File: src/rtl/uart_tx_pkg.sv
// Shared definitions for the UART TX arbiter: FSM encoding, header layout
// and the header assembly helper.
package uart_tx_pkg;

    typedef enum logic [1:0] {
        ST_IDLE  = 2'd0,
        ST_HDR   = 2'd1,
        ST_BURST = 2'd2
    } state_e;

    localparam logic [7:0] SYNC_BYTE_DEFAULT = 8'hA5;

    localparam int HDR_SYNC_LSB = 24;
    localparam int HDR_CH_LSB   = 16;
    localparam int HDR_SEQ_LSB  = 8;
    localparam int HDR_RSVD_LSB = 0;

    function automatic logic [31:0] make_header(input logic [7:0] sync,
                                                input logic [7:0] ch,
                                                input logic [7:0] seq);
        logic [31:0] hdr;
        hdr                      = '0;
        hdr[HDR_SYNC_LSB +: 8]   = sync;
        hdr[HDR_CH_LSB   +: 8]   = ch;
        hdr[HDR_SEQ_LSB  +: 8]   = seq;
        hdr[HDR_RSVD_LSB +: 8]   = 8'h00;
        return hdr;
    endfunction

endpackage

File: src/rtl/rr_pick.sv
// Combinational round-robin search: returns the first set request strictly
// after ptr_i, wrapping modulo N.
module rr_pick #(
    parameter int N = 4,
    parameter int W = $clog2(N)
) (
    input  logic [N-1:0] req_i,
    input  logic [W-1:0] ptr_i,
    output logic [W-1:0] grant_o,
    output logic         valid_o
);

    int          idx;
    logic [W-1:0] idx_w;

    // Walk from the farthest candidate back to the nearest so the last hit,
    // i.e. the one closest after the pointer, wins.
    always_comb begin
        // NOTE: every output of a combinational block gets a default first, otherwise paths that skip an assignment infer latches.
        grant_o = '0;
        valid_o = 1'b0;
        idx     = 0;
        idx_w   = '0;
        for (int i = N; i >= 1; i--) begin
            idx = int'(ptr_i) + i;
            if (idx >= N) idx = idx - N;
            idx_w = idx[W-1:0];
            if (req_i[idx_w]) begin
                grant_o = idx_w;
                valid_o = 1'b1;
            end
        end
    end

endmodule

File: src/rtl/uart_tx_arbiter.sv
// Round-robin arbiter framing per-channel FIFO bursts behind a sync/seq
// header toward a single 32-bit serializer.
module uart_tx_arbiter
    import uart_tx_pkg::*;
#(
    parameter int         NUM_CH    = 4,
    parameter int         MAX_BURST = 8,
    parameter logic [7:0] SYNC_BYTE = SYNC_BYTE_DEFAULT
) (
    input  logic                  clk,
    input  logic                  rst_n,
    input  logic [32*NUM_CH-1:0]  ch_data,
    input  logic [NUM_CH-1:0]     ch_valid,
    output logic [NUM_CH-1:0]     ch_rd_en,
    input  logic [NUM_CH-1:0]     ch_enable,
    output logic [31:0]           out_data,
    output logic                  out_valid,
    input  logic                  out_rd_en,
    output logic                  busy,
    output logic [2:0]            grant_id
);

    localparam int CH_W = $clog2(NUM_CH);

    state_e            state_q;
    logic [2:0]        grant_q;
    logic [CH_W-1:0]   rr_ptr_q;
    logic [7:0]        seq_q [NUM_CH];
    logic [7:0]        burst_cnt_q;
    logic [7:0]        burst_cnt_d;
    logic [31:0]       hold_q;

    logic [31:0]       ch_word [NUM_CH];
    logic [NUM_CH-1:0] req;
    logic [CH_W-1:0]   grant_idx;
    logic [CH_W-1:0]   pick_idx;
    logic              pick_valid;
    logic              consume;

    for (genvar g = 0; g < NUM_CH; g++) begin : g_unpack
        assign ch_word[g] = ch_data[32*g +: 32];
    end

    assign req         = ch_valid & ch_enable;
    assign grant_idx   = grant_q[CH_W-1:0];
    assign consume     = out_valid & out_rd_en;
    assign burst_cnt_d = burst_cnt_q + 8'd1;
    assign busy        = (state_q != ST_IDLE);
    assign grant_id    = grant_q;

    rr_pick #(
        .N (NUM_CH),
        .W (CH_W)
    ) u_rr_pick (
        .req_i   (req),
        .ptr_i   (rr_ptr_q),
        .grant_o (pick_idx),
        .valid_o (pick_valid)
    );

    // Data words pass straight through so the serializer sees FWFT timing.
    always_comb begin
        out_valid = 1'b0;
        out_data  = hold_q;
        ch_rd_en  = '0;
        case (state_q)
            ST_HDR: begin
                out_valid = 1'b1;
                out_data  = make_header(SYNC_BYTE, 8'(grant_q), seq_q[grant_idx]);
            end
            ST_BURST: begin
                out_valid           = ch_valid[grant_idx];
                out_data            = ch_word[grant_idx];
                ch_rd_en[grant_idx] = out_rd_en & ch_valid[grant_idx];
            end
            default: ;
        endcase
    end

    always_ff @(posedge clk or negedge rst_n) begin
        if (!rst_n) begin
            state_q     <= ST_IDLE;
            grant_q     <= '0;
            rr_ptr_q    <= CH_W'(NUM_CH - 1);
            burst_cnt_q <= '0;
            hold_q      <= '0;
            // NOTE: the sequence counters are architectural state, so each entry is reset explicitly rather than left as uninitialised storage.
            for (int i = 0; i < NUM_CH; i++) seq_q[i] <= '0;
        end else begin
            // NOTE: sequential state uses non-blocking assignments so every register samples pre-edge values.
            if (out_valid) hold_q <= out_data;
            case (state_q)
                ST_IDLE: begin
                    if (pick_valid) begin
                        grant_q  <= 3'(pick_idx);
                        rr_ptr_q <= pick_idx;
                        state_q  <= ST_HDR;
                    end
                end
                ST_HDR: begin
                    if (consume) begin
                        seq_q[grant_idx] <= seq_q[grant_idx] + 8'd1;
                        burst_cnt_q      <= '0;
                        state_q          <= ST_BURST;
                    end
                end
                ST_BURST: begin
                    if (consume) begin
                        burst_cnt_q <= burst_cnt_d;
                        if (burst_cnt_d == 8'(MAX_BURST)) state_q <= ST_IDLE;
                    end else if (!ch_valid[grant_idx]) begin
                        state_q <= ST_IDLE;
                    end
                end
                default: state_q <= ST_IDLE;
            endcase
        end
    end

endmodule

File: config.mk
export PLATFORM = sky130hd
export DESIGN_NAME = uart_tx_arbiter
export DESIGN_NICKNAME = d
export VERILOG_FILES = /design/src/rtl/uart_tx_pkg.sv /design/src/rtl/rr_pick.sv /design/src/rtl/uart_tx_arbiter.sv
export SDC_FILE = /design/constraint.sdc
export NUM_CORES = 1
export LEC_CHECK = 0
export BUFFER_PORTS_ARGS = -buffer_cell sky130_fd_sc_hd__buf_4
export CORE_MARGIN = 10
export CORE_UTILIZATION = 45
export DETAILED_ROUTE_END_ITERATION = 6
export PLACE_DENSITY = 0.85
export SKIP_LAST_GASP = 1
export SLEW_MARGIN = 20
export SYNTH_ARGS = -nofsm -noshare
export SYNTH_HDL_FRONTEND = slang
export SYNTH_SLANG_ARGS = --single-unit
export TNS_END_PERCENT = 5
File: constraint.sdc
create_clock -name clk -period 2 [get_ports clk]
set_input_delay 0.1 -clock clk [delete_from_list [all_inputs] [get_ports clk]]
set_output_delay 0.1 -clock clk [all_outputs]
set_load 0.01 [all_outputs]
==> qor.csv, run 1 <==
stage,metric,value,unit
run_status,status,finished with violations,
run_status,violations,"design-rule violations, negative setup slack",
floorplan,dieHeight,124,um
finish,final_common_cell,buf_4,
floorplan,num_rows,37,
routing,routed_wl,17600,um
clock_tree,cts_tree,built,
routing,drt_iter0_drc,441,
logic_synthesis,ys.flop_type,dfrtp_1,
place,place_congestion,0.879,
finish,syn2layout_area_growth,47.5,%
worst_setup_path,r2r_setup_slack,-230,ps
worst_setup_path,crit_arrival,2170,ps
worst_setup_path,worst_setup_path_end_kind,output port,
clock_tree,cts_buffers,9,
global_route,grt_overflow_total,0,
place,port_buffers,178,
job,drv_cap,0,
clock_tree,htree_levels,3,
worst_setup_path,r2r_start,grant_id[0]$_DFFE_PN0P_,
power_and_ir_drop,p_sw_share,42.2,%
worst_hold_path,hp-class,input port to register,
clock_tree,cts.clk_slew.worst_paths,90,ps
global_route,track_usage,22.2,%
logic_synthesis,synth_area_leaders,"dfrtp_1, mux4_2, o21ai_0",
global_route,grt_pass1_vias,5296,
timing,slew_violations,0,
logic_synthesis,synth-seq-area-share,40.3,%
timing,period_needed,2270,ps
power_and_ir_drop,seq_power_share,24.4,%
floorplan,ios,180,
power_and_ir_drop,leakage,3.31,nW
timing,rsz0062_at_grt,yes,
floorplan,initial_utilization,46.6,%
worst_setup_path,endpoint,out_data[9],
timing,hold_viol_final,0,
routing,drc,5,
timing,tightest_slew,907,ps
routing,first_pass_iters,7,
power_and_ir_drop,p_int,6.48,mW
power_and_ir_drop,p_per_area,1560,nW/um2
place,place_ws,-19.0,ps
worst_setup_path,reg2reg_to,seq_q[7]$_DFFE_PN0P_,
worst_setup_path,worstPathMaxFanout,6,
logic_synthesis,synth_largest_area_cell,dfrtp_1,
finish,insertedDiodeCount,0,
power_and_ir_drop,combPwrFrac,63.7,%
power_and_ir_drop,p_total,11.2,mW
logic_synthesis,syn_nets,648,
logic_synthesis,yosys_register_bits,78,
logic_synthesis,synth_cell_types,47,
routing,ant_nets,0,
timing,slew_headroom,38.0,%
power_and_ir_drop,switchingPower,4.72,mW
global_route,grt_pass1_wl,26900,um
place,hpwl,12900,um
logic_synthesis,syn_inst,503,
routing,via_per_inst,5.68,
global_route,grt_antenna_before_repair,0,
routing,routedWlPerCell,20.4,um
floorplan,fp.dieW,124,um
finish,multiInputGateArea,2670,um2
finish,nFillCells,743,
clock_tree,clockRootBuffer,clkbuf_8,
power_and_ir_drop,ir_worst_vdd,0.892,mV
timing,min_period_over_period,113,%
finish,layout-drive-gt1-share,45.9,%
finish,final_nets,870,
logic_synthesis,synth_area,4850,um2
worst_setup_path,critical_path_required,1900,ps
timing,fmax,441,MHz
finish,fin_util,68.7,%
worst_setup_path,crit_path_start_kind,register,
finish,mostFrequentLayoutCells,"buf_4, nand2_1, dfrtp_1",
clock_tree,cts.sinks,78,
timing,skew,12.5,ps
finish,regArea,1960,um2
worst_setup_path,r2r_cells,10,
logic_synthesis,avgSynthCellArea,9.65,um2
worst_hold_path,hold_path_startpoint,out_rd_en,
clock_tree,insertion_delay,370,ps
floorplan,die-area,15300,um2
worst_setup_path,cp-startpoint,grant_id[0]$_DFFE_PN0P_,
logic_synthesis,synth_edf_count,0,
timing,setup_viol,60,
worst_setup_path,critPathKind,register to output port,
clock_tree,clockBufferDepth,2,
logic_synthesis,async_flop_share,100,%
routing,vias,4920,
logic_synthesis,netlist.area_leader.share,39.2,%
timing,fin_tns_setup,-8760,ps
logic_synthesis,ys_warn_count,0,
power_and_ir_drop,clkPwrFrac,11.9,%
timing,fin_ws,-266,ps
floorplan,core,10400,um2
global_route,grt_max_degree,38,
layer usage:
layer / part of all wire [%] / track usage [%] / wire length, um
met1: 36 / 24.6 / 6320
met4: 3.7 / 8.59 / 646
met3: 7.9 / 5.84 / 1400
met2: 53 / 39.7 / 9270
met5: 0 / 0 / 0
metrics by stage:
stage          area (um2)  cells  hold slack (ps)
6_report             7160    866             94.4
5_1_grt              7160    866              118
4_1_cts              7070    860             90.4
3_5_place_dp         6560    822              100
3_3_place_gp         6560    822             93.4
2_1_floorplan        4860    503             -196
Yosys cell counts (2+ instances only):
cell      instances
a211o_1           2
nand2_1          78
o21ai_0          72
mux2_2            4
mux4_2           41
inv_1            39
buf_6             2
ha_1              6
buf_2             8
a22o_1            3
nor3_1            3
xor2_1            3
and4b_1           2
or3_1             4
buf_4             3
a22oi_1          10
and2_1            4
dfrtp_1          76
xnor2_1           3
and3_1            2
nor2b_1           2
nand4_1           6
clkbuf_1         20
dfstp_2           2
nand3_1          10
a21o_1            7
a21oi_1          34
nor2_1           38
worst max-delay path, cell delays in order, from the launching register on:
cell and delay (ps):
dfrtp_2 400, buf_12 140, buf_12 120, mux4_2 530, buf_6 150, a22oi_2 210, o21ai_2 110, buf_6 140
worst min-delay path by stage:
stage / endpoint / slack [ps] / depth (start not counted)
2_1_floorplan: burst_cnt_q[0]$_DFFE_PN0P_ / -200 / 0
3_3_place_gp: hold_q[12]$_DFFE_PN0N_ / 90 / 1
3_5_place_dp: hold_q[12]$_DFFE_PN0N_ / 100 / 1
4_1_cts: burst_cnt_q[2]$_DFFE_PN0P_ / 90 / 3
5_1_grt: burst_cnt_q[2]$_DFFE_PN0P_ / 120 / 3
6_report: burst_cnt_q[2]$_DFFE_PN0P_ / 90 / 3
flip-flops by register name (all words and copies together) (netlist names):
name / count
seq_q: 32
grant_id: 2
burst_cnt_q: 8
rr_ptr_q: 2
state_q: 2
hold_q: 32
power by group through the flow:
stage               logic, mW  clock network (mW)  registers, mW
floorplan                3.75                   0           2.61
global placement         5.90                   0           2.67
detailed placement       6.13                   0           2.73
CTS                      6.78                1.34           2.70
global route             7.71                1.40           2.80
finish                   7.13                1.33           2.74
layout make-up:
| type | count | area share, % |
|---|---|---|
| Clock inverter | 7 | 1.35 |
| Tap cell | 136 | 2.38 |
| Inverter | 40 | 2.10 |
| Clock buffer | 9 | 1.73 |
| Multi-Input combinational cell | 351 | 37.3 |
| Sequential cell | 78 | 27.3 |
| Timing Repair Buffer | 245 | 27.8 |
repair_timing:
item / in CTS / in global routing
endpoints found under the hold margin: 33 / 0
hold buffers: 1 / 0
cloned: 1 / 0
endpoints found under the setup margin: 43 / 74
resized for setup: 30 / 12
buffers inserted: 20 / 6
pin swaps: 5 / 6
cell families (layout without fill, tap and decap cells):
kind of cell | count (synthesis) | in the layout | share of synthesized area, %
AND/OR/NAND/NOR | 156 | 156 | 14.3
AO/OA/AOI/OAI | 136 | 136 | 16.0
flip-flops | 78 | 78 | 40.3
buffers and inverters | 74 | 301 | 6.47
multiplexers | 46 | 46 | 20.3
adder cells (fa/ha/maj) | 6 | 6 | 1.55
XOR/XNOR | 6 | 6 | 1.08
other | 1 | 1 | 0.0773
(Power assumes the default switching activity.)
==> inputs of run 2 (changes only) <==
SKIP_LAST_GASP = unset   (was 1)
==> run 2 against run 1 <==
The run ends with negative setup slack left. Clock power about the same. Global-route usage up 0.22 points. Final cell count up 0.12%. Final area up 2.2%. Critical path depth unchanged. Worst hold slack better by 17 ps. Routed wire length up 3.9%. Clock-buffer cell count unchanged. Largest power group unchanged. Non-clock buffer count up 1. Die area unchanged.
==> qor.csv, run 2 (synthesis gave the netlist of run 1 again) <==
stage,metric,value,unit
run_status,status,finished with violations,
run_status,violations,negative setup slack,
worst_hold_path,min_to,burst_cnt_q[2]$_DFFE_PN0P_,
timing,slew_violations,0,
floorplan,ios,180,
timing,period_needed,2260,ps
routing,drt_iter0_drc,607,
finish,mostFrequentLayoutCells,"buf_4, dfrtp_1, nand2_1",
clock_tree,cts_buffers,9,
timing,hold_slack,111,ps
place,port_buffers,178,
power_and_ir_drop,leakage,3.35,nW
floorplan,die-area,15300,um2
power_and_ir_drop,ir_worst_vdd,0.951,mV
global_route,grt_overflow_total,0,
finish,syn2layout_area_growth,50.7,%
routing,routed_wl,18300,um
finish,final_nets,871,
worst_hold_path,holdPathStages,3,
clock_tree,insertion_delay,360,ps
routing,drc,0,
timing,tightest_slew,704,ps
clock_tree,cts_tree,built,
clock_tree,clockRootBuffer,clkbuf_8,
worst_hold_path,hp-class,input port to register,
timing,skew,8.66,ps
floorplan,dieHeight,124,um
finish,insertedDiodeCount,0,
worst_setup_path,critPathBufInv,4,
finish,nFillCells,700,
global_route,grt_pass1_vias,5312,
worst_hold_path,hold_path_startpoint,out_rd_en,
timing,setup_viol,52,
worst_setup_path,reg2reg_to,seq_q[28]$_DFFE_PN0P_,
global_route,track_usage,22.4,%
routing,routedWlPerCell,21.1,um
worst_setup_path,worstPathMaxFanout,6,
timing,fmax,442,MHz
place,place_ws,-19.0,ps
worst_setup_path,r2r_cells,7,
timing,hold_viol_final,0,
worst_setup_path,crit_family,buffers and inverters,
timing,min_period_over_period,113,%
worst_setup_path,crit_path_start_kind,register,
routing,vias,4975,
finish,regArea,1960,um2
place,place_congestion,0.879,
finish,final_cell_area,7310,um2
clock_tree,clockBufferDepth,2,
finish,layout-drive-gt1-share,48.6,%
worst_setup_path,slowest_stage,mux4_2,
clock_tree,cts.sinks,78,
finish,final_common_cell,buf_4,
worst_setup_path,critPathKind,register to output port,
job,drv_cap,0,
floorplan,core,10400,um2
routing,via_per_inst,5.74,
clock_tree,htree_levels,3,
timing,slew_headroom,51.9,%
timing,rsz0062_at_grt,yes,
global_route,grt_antenna_before_repair,0,
power_and_ir_drop,p_total,11.6,mW
global_route,grt_max_degree,38,
worst_setup_path,r2r_setup_slack,-210,ps
routing,ant_nets,0,
clock_tree,cts.clk_slew.worst_paths,90,ps
place,hpwl,12900,um
finish,fin_util,70.2,%
routing,first_pass_iters,5,
place,dpl-instance-area,6560,um2
timing,fin_ws,-263,ps
finish,multiInputGateArea,2750,um2
worst_setup_path,crit_arrival,2160,ps
worst_setup_path,cpPeakStageDelay,540,ps
power_and_ir_drop,p_per_area,1590,nW/um2
worst_setup_path,r2r_start,grant_id[0]$_DFFE_PN0P_,
global_route,grt_pass1_wl,27000,um
floorplan,num_rows,37,
worst_setup_path,worst_setup_path_end_kind,output port,
finish,largest_registers,"hold_q x32, seq_q x32, burst_cnt_q x8",
floorplan,initial_utilization,46.6,%
floorplan,fp.dieW,124,um
worst_setup_path,path_cells,buf_12 -> buf_12 -> buf_4 -> mux4_2 -> a22oi_2 -> o21ai_2 -> buf_4,
worst_setup_path,critical_path_required,1900,ps
## run 2: worst max-delay path by stage
stage,slack (ps),from,cells after the start,end
after floorplan,-20,grant_id[0]$_DFFE_PN0P_,7,seq_q[30]$_DFFE_PN0P_
after global placement,50,burst_cnt_q[3]$_DFFE_PN0P_,6,state_q[1]$_DFFE_PN0P_
after detailed placement,-20,grant_id[0]$_DFFE_PN0P_,6,seq_q[28]$_DFFE_PN0P_
after CTS,-240,grant_id[0]$_DFFE_PN0P_,7,out_data[9]
after global routing,-350,grant_id[0]$_DFFE_PN0P_,7,out_data[17]
final,-260,grant_id[0]$_DFFE_PN0P_,7,out_data[15]
## run 2: worst reg2reg max path, delay by kind of cell (launching register included)
kind	cells	cell delay, ps
AOI/OAI and AO/OA	1	170
xor gates and xnor gates	1	310
adders and majority gates	1	280
buffers and inverters	2	280
DFF	1	400
muxes	1	530
and+or+nand+nor	1	100
## run 2: power breakdown
| part | switching (mW) | total (mW) | internal (mW) |
|---|---|---|---|
| Sequential | 0.455 | 2.75 | 2.29 |
| Combinational | 3.90 | 7.57 | 3.67 |
| Clock | 0.618 | 1.32 | 0.707 |
| Total | 4.97 | 11.6 | 6.67 |
## run 2: per-layer routing
layer | up-vias | share of wire, % | GRT usage, %
li1 | 2229 | - | -
met2 | 273 | 53 | 40.1
met1 | 2408 | 35 | 24.6
met3 | 65 | 8.5 | 6.33
met5 | - | 0 | 0
met4 | 0 | 3.4 | 8.52
## run 2: through the flow
step,TNS (ps),instances
after detailed placement,-25.4,822
after CTS,-6780,860
after global routing,-11900,867
final,-7430,867
after floorplan,-48.9,503
after global placement,0,822
## run 2: layout make-up
cell class / instances / area share [%]
Inverter: 40 / 2.05
Multi-Input combinational cell: 351 / 37.6
Sequential cell: 78 / 26.8
Timing Repair Buffer: 246 / 28.2
Tap cell: 136 / 2.33
Clock buffer: 9 / 1.69
Clock inverter: 7 / 1.32
## run 2: timing repair
item,in CTS,in global routing
hold buffers,1,0
cloned,1,0
resized for setup,59,37
endpoints found under the hold margin,33,0
pin swaps,13,13
buffers inserted,20,7
endpoints found under the setup margin,43,73
==> inputs of run 3 (changes only) <==
PLACE_DENSITY = 0.77   (was 0.85)
SETUP_SLACK_MARGIN = 0.02   (was unset)
==> run 3 against run 2 <==
Critical endpoint is now out_data[14]. Sequential cell count is the same. Die area is the same. Maximum frequency shrank 1.3%. Critical path type unchanged. Register-to-register slack gained 30 ps. Clock skew shrank 1.4 ps. The flow still finishes with violations (negative setup slack).
==> qor.csv, run 3 (synthesis gave the netlist of run 1 again) <==
stage,metric,value,unit
worst_setup_path,critPathBufInv,3,
finish,fin_util,69.4,%
power_and_ir_drop,leakage,3.32,nW
finish,nFillCells,760,
worst_hold_path,holdPathStages,3,
worst_setup_path,r2r_cells,8,
global_route,grt_pass1_wl,25100,um
worst_setup_path,critPathKind,register to output port,
finish,largest_registers,"hold_q x32, seq_q x32, burst_cnt_q x8",
floorplan,initial_utilization,46.6,%
finish,finalNonFillerCells,863,
run_status,status,finished with violations,
routing,first_pass_iters,7,
power_and_ir_drop,p_per_area,1570,nW/um2
clock_tree,insertion_delay,360,ps
timing,fmax,436,MHz
floorplan,num_rows,37,
finish,insertedDiodeCount,0,
clock_tree,htree_levels,3,
timing,period_needed,2290,ps
finish,mostFrequentLayoutCells,"buf_4, dfrtp_1, nand2_1",
global_route,grt_overflow_total,0,
timing,slew_violations,0,
job,drv_cap,0,
floorplan,die-area,15300,um2
worst_setup_path,crit_arrival,2190,ps
global_route,grt_max_degree,51,
routing,ant_nets,0,
worst_setup_path,worstPathMaxFanout,8,
timing,tightest_slew,616,ps
worst_setup_path,r2r_start,grant_id[0]$_DFFE_PN0P_,
place,place_ws,-66.4,ps
clock_tree,clockRootBuffer,clkbuf_8,
floorplan,fp.dieW,124,um
floorplan,ios,180,
routing,routed_wl,17100,um
routing,routedWlPerCell,19.8,um
timing,hold_viol_final,0,
clock_tree,cts.clk_slew.worst_paths,80,ps
floorplan,dieHeight,124,um
worst_setup_path,critical_path_required,1900,ps
global_route,track_usage,20.6,%
worst_setup_path,crit_path_start_kind,register,
timing,slew_headroom,57.8,%
timing,skew,7.23,ps
clock_tree,cts_buffers,9,
run_status,violations,negative setup slack,
place,dpl.cell_count,828,
clock_tree,cts.sinks,78,
timing,hold_slack,112,ps
clock_tree,clockBufferDepth,2,
clock_tree,cts_tree,built,
timing,min_period_over_period,115,%
finish,final_common_cell,buf_4,
worst_hold_path,hold_path_startpoint,out_rd_en,
global_route,grt_antenna_before_repair,0,
routing,vias,4848,
worst_setup_path,slowest_stage,mux4_2,
timing,fin_ws,-292,ps
routing,via_per_inst,5.62,
worst_setup_path,reg2reg_to,seq_q[6]$_DFFE_PN0P_,
place,hpwl,12700,um
worst_setup_path,cpPeakStageDelay,580,ps
finish,final_nets,867,
routing,drt_iter0_drc,455,
global_route,grt_pass1_vias,4924,
worst_setup_path,worst_setup_path_end_kind,output port,
place,place_congestion,0.908,
worst_setup_path,crit_family,multiplexers,
timing,setup_viol,47,
place,port_buffers,178,
worst_hold_path,hp-class,input port to register,
power_and_ir_drop,ir_worst_vdd,0.935,mV
worst_setup_path,path_cells,buf_12 -> buf_6 -> mux4_2 -> a22oi_2 -> o21ai_0 -> buf_4,
floorplan,core,10400,um2
worst_setup_path,r2r_setup_slack,-180,ps
worst_hold_path,min_to,burst_cnt_q[2]$_DFFE_PN0P_,
finish,layout-drive-gt1-share,47.3,%
routing,drc,0,
timing,rsz0062_at_grt,yes,
finish,syn2layout_area_growth,48.9,%
==> run 3: cell types whose count changed in the layout (fill, tap and decap cells not counted), sizes merged <==
cell	before	now
buf	245	241
clkbuf	9	11
clkinv	4	2
==> run 3: where the power goes <==
part           internal, mW  leakage, nW  switching (mW)
Sequential             2.30         1.00           0.480
Combinational          3.59         2.21            3.70
Clock                 0.709        0.108           0.603
==> run 3: stage by stage <==
stage          total power [mW]  setup TNS [ps]  area, um2
3_3_place_gp               8.70               0       6600
6_report                   11.4           -5920       7230
3_5_place_dp               8.94            -694       6600
2_1_floorplan              6.37           -48.9       4860
5_1_grt                    12.1           -9980       7230
4_1_cts                    11.0           -5750       7140
==> run 3: worst register-to-register path, delay by kind of cell (launching register included) <==
kind	cells	cell delay, ps
AND/OR/NAND/NOR	1	120
adder cells (fa/ha/maj)	1	170
flip-flops	1	410
buffers and inverters	3	410
AO/OA/AOI/OAI	1	150
XOR/XNOR	1	250
multiplexers	1	540
==> run 3: final cells by class <==
| type | instances | area, um2 | share of cell area, % |
|---|---|---|---|
| inverters | 40 | 150 | 2.08 |
| multi-input cells | 351 | 2760 | 38.1 |
| clock buffers | 11 | 131 | 1.82 |
| well taps | 136 | 170 | 2.35 |
| flip-flops and latches | 78 | 1960 | 27.1 |
| clock inverters | 5 | 82.6 | 1.14 |
| repair buffers | 242 | 1980 | 27.3 |
==> run 3: timing repair <==
item | 4_1_cts | 5_1_grt
setup endpoints to repair | 61 | 89
gates resized for setup | 49 | 28
gates cloned | 1 | 0
pin swaps | 12 | 13
setup buffers | 16 | 2
hold buffers | 1 | 0
endpoints found under the hold margin | 46 | 0
==> run 3: per-layer routing <==
layer  vias up  GRT usage [%]  wire length (um)  share of wire [%]
li1       2220              -                 -                  -
met1      2330           23.8              6190                 36
met2       239           35.3              8770                 51
met3        59           5.70              1390                8.1
met4         0           8.66               717                4.2
met5         -              0                 0                  0
==> run 3: worst max path at each step <==
stage / from / endpoint / slack [ps] / cells after the start
after floorplan: grant_id[0]$_DFFE_PN0P_ / seq_q[30]$_DFFE_PN0P_ / -20 / 7
after global placement: grant_id[0]$_DFFE_PN0P_ / seq_q[30]$_DFFE_PN0P_ / 30 / 6
after detailed placement: state_q[1]$_DFFE_PN0P_ / seq_q[14]$_DFFE_PN0P_ / -70 / 8
after CTS: grant_id[0]$_DFFE_PN0P_ / out_data[26] / -210 / 8
after global routing: grant_id[0]$_DFFE_PN0P_ / out_data[14] / -380 / 6
final: grant_id[0]$_DFFE_PN0P_ / out_data[14] / -290 / 6
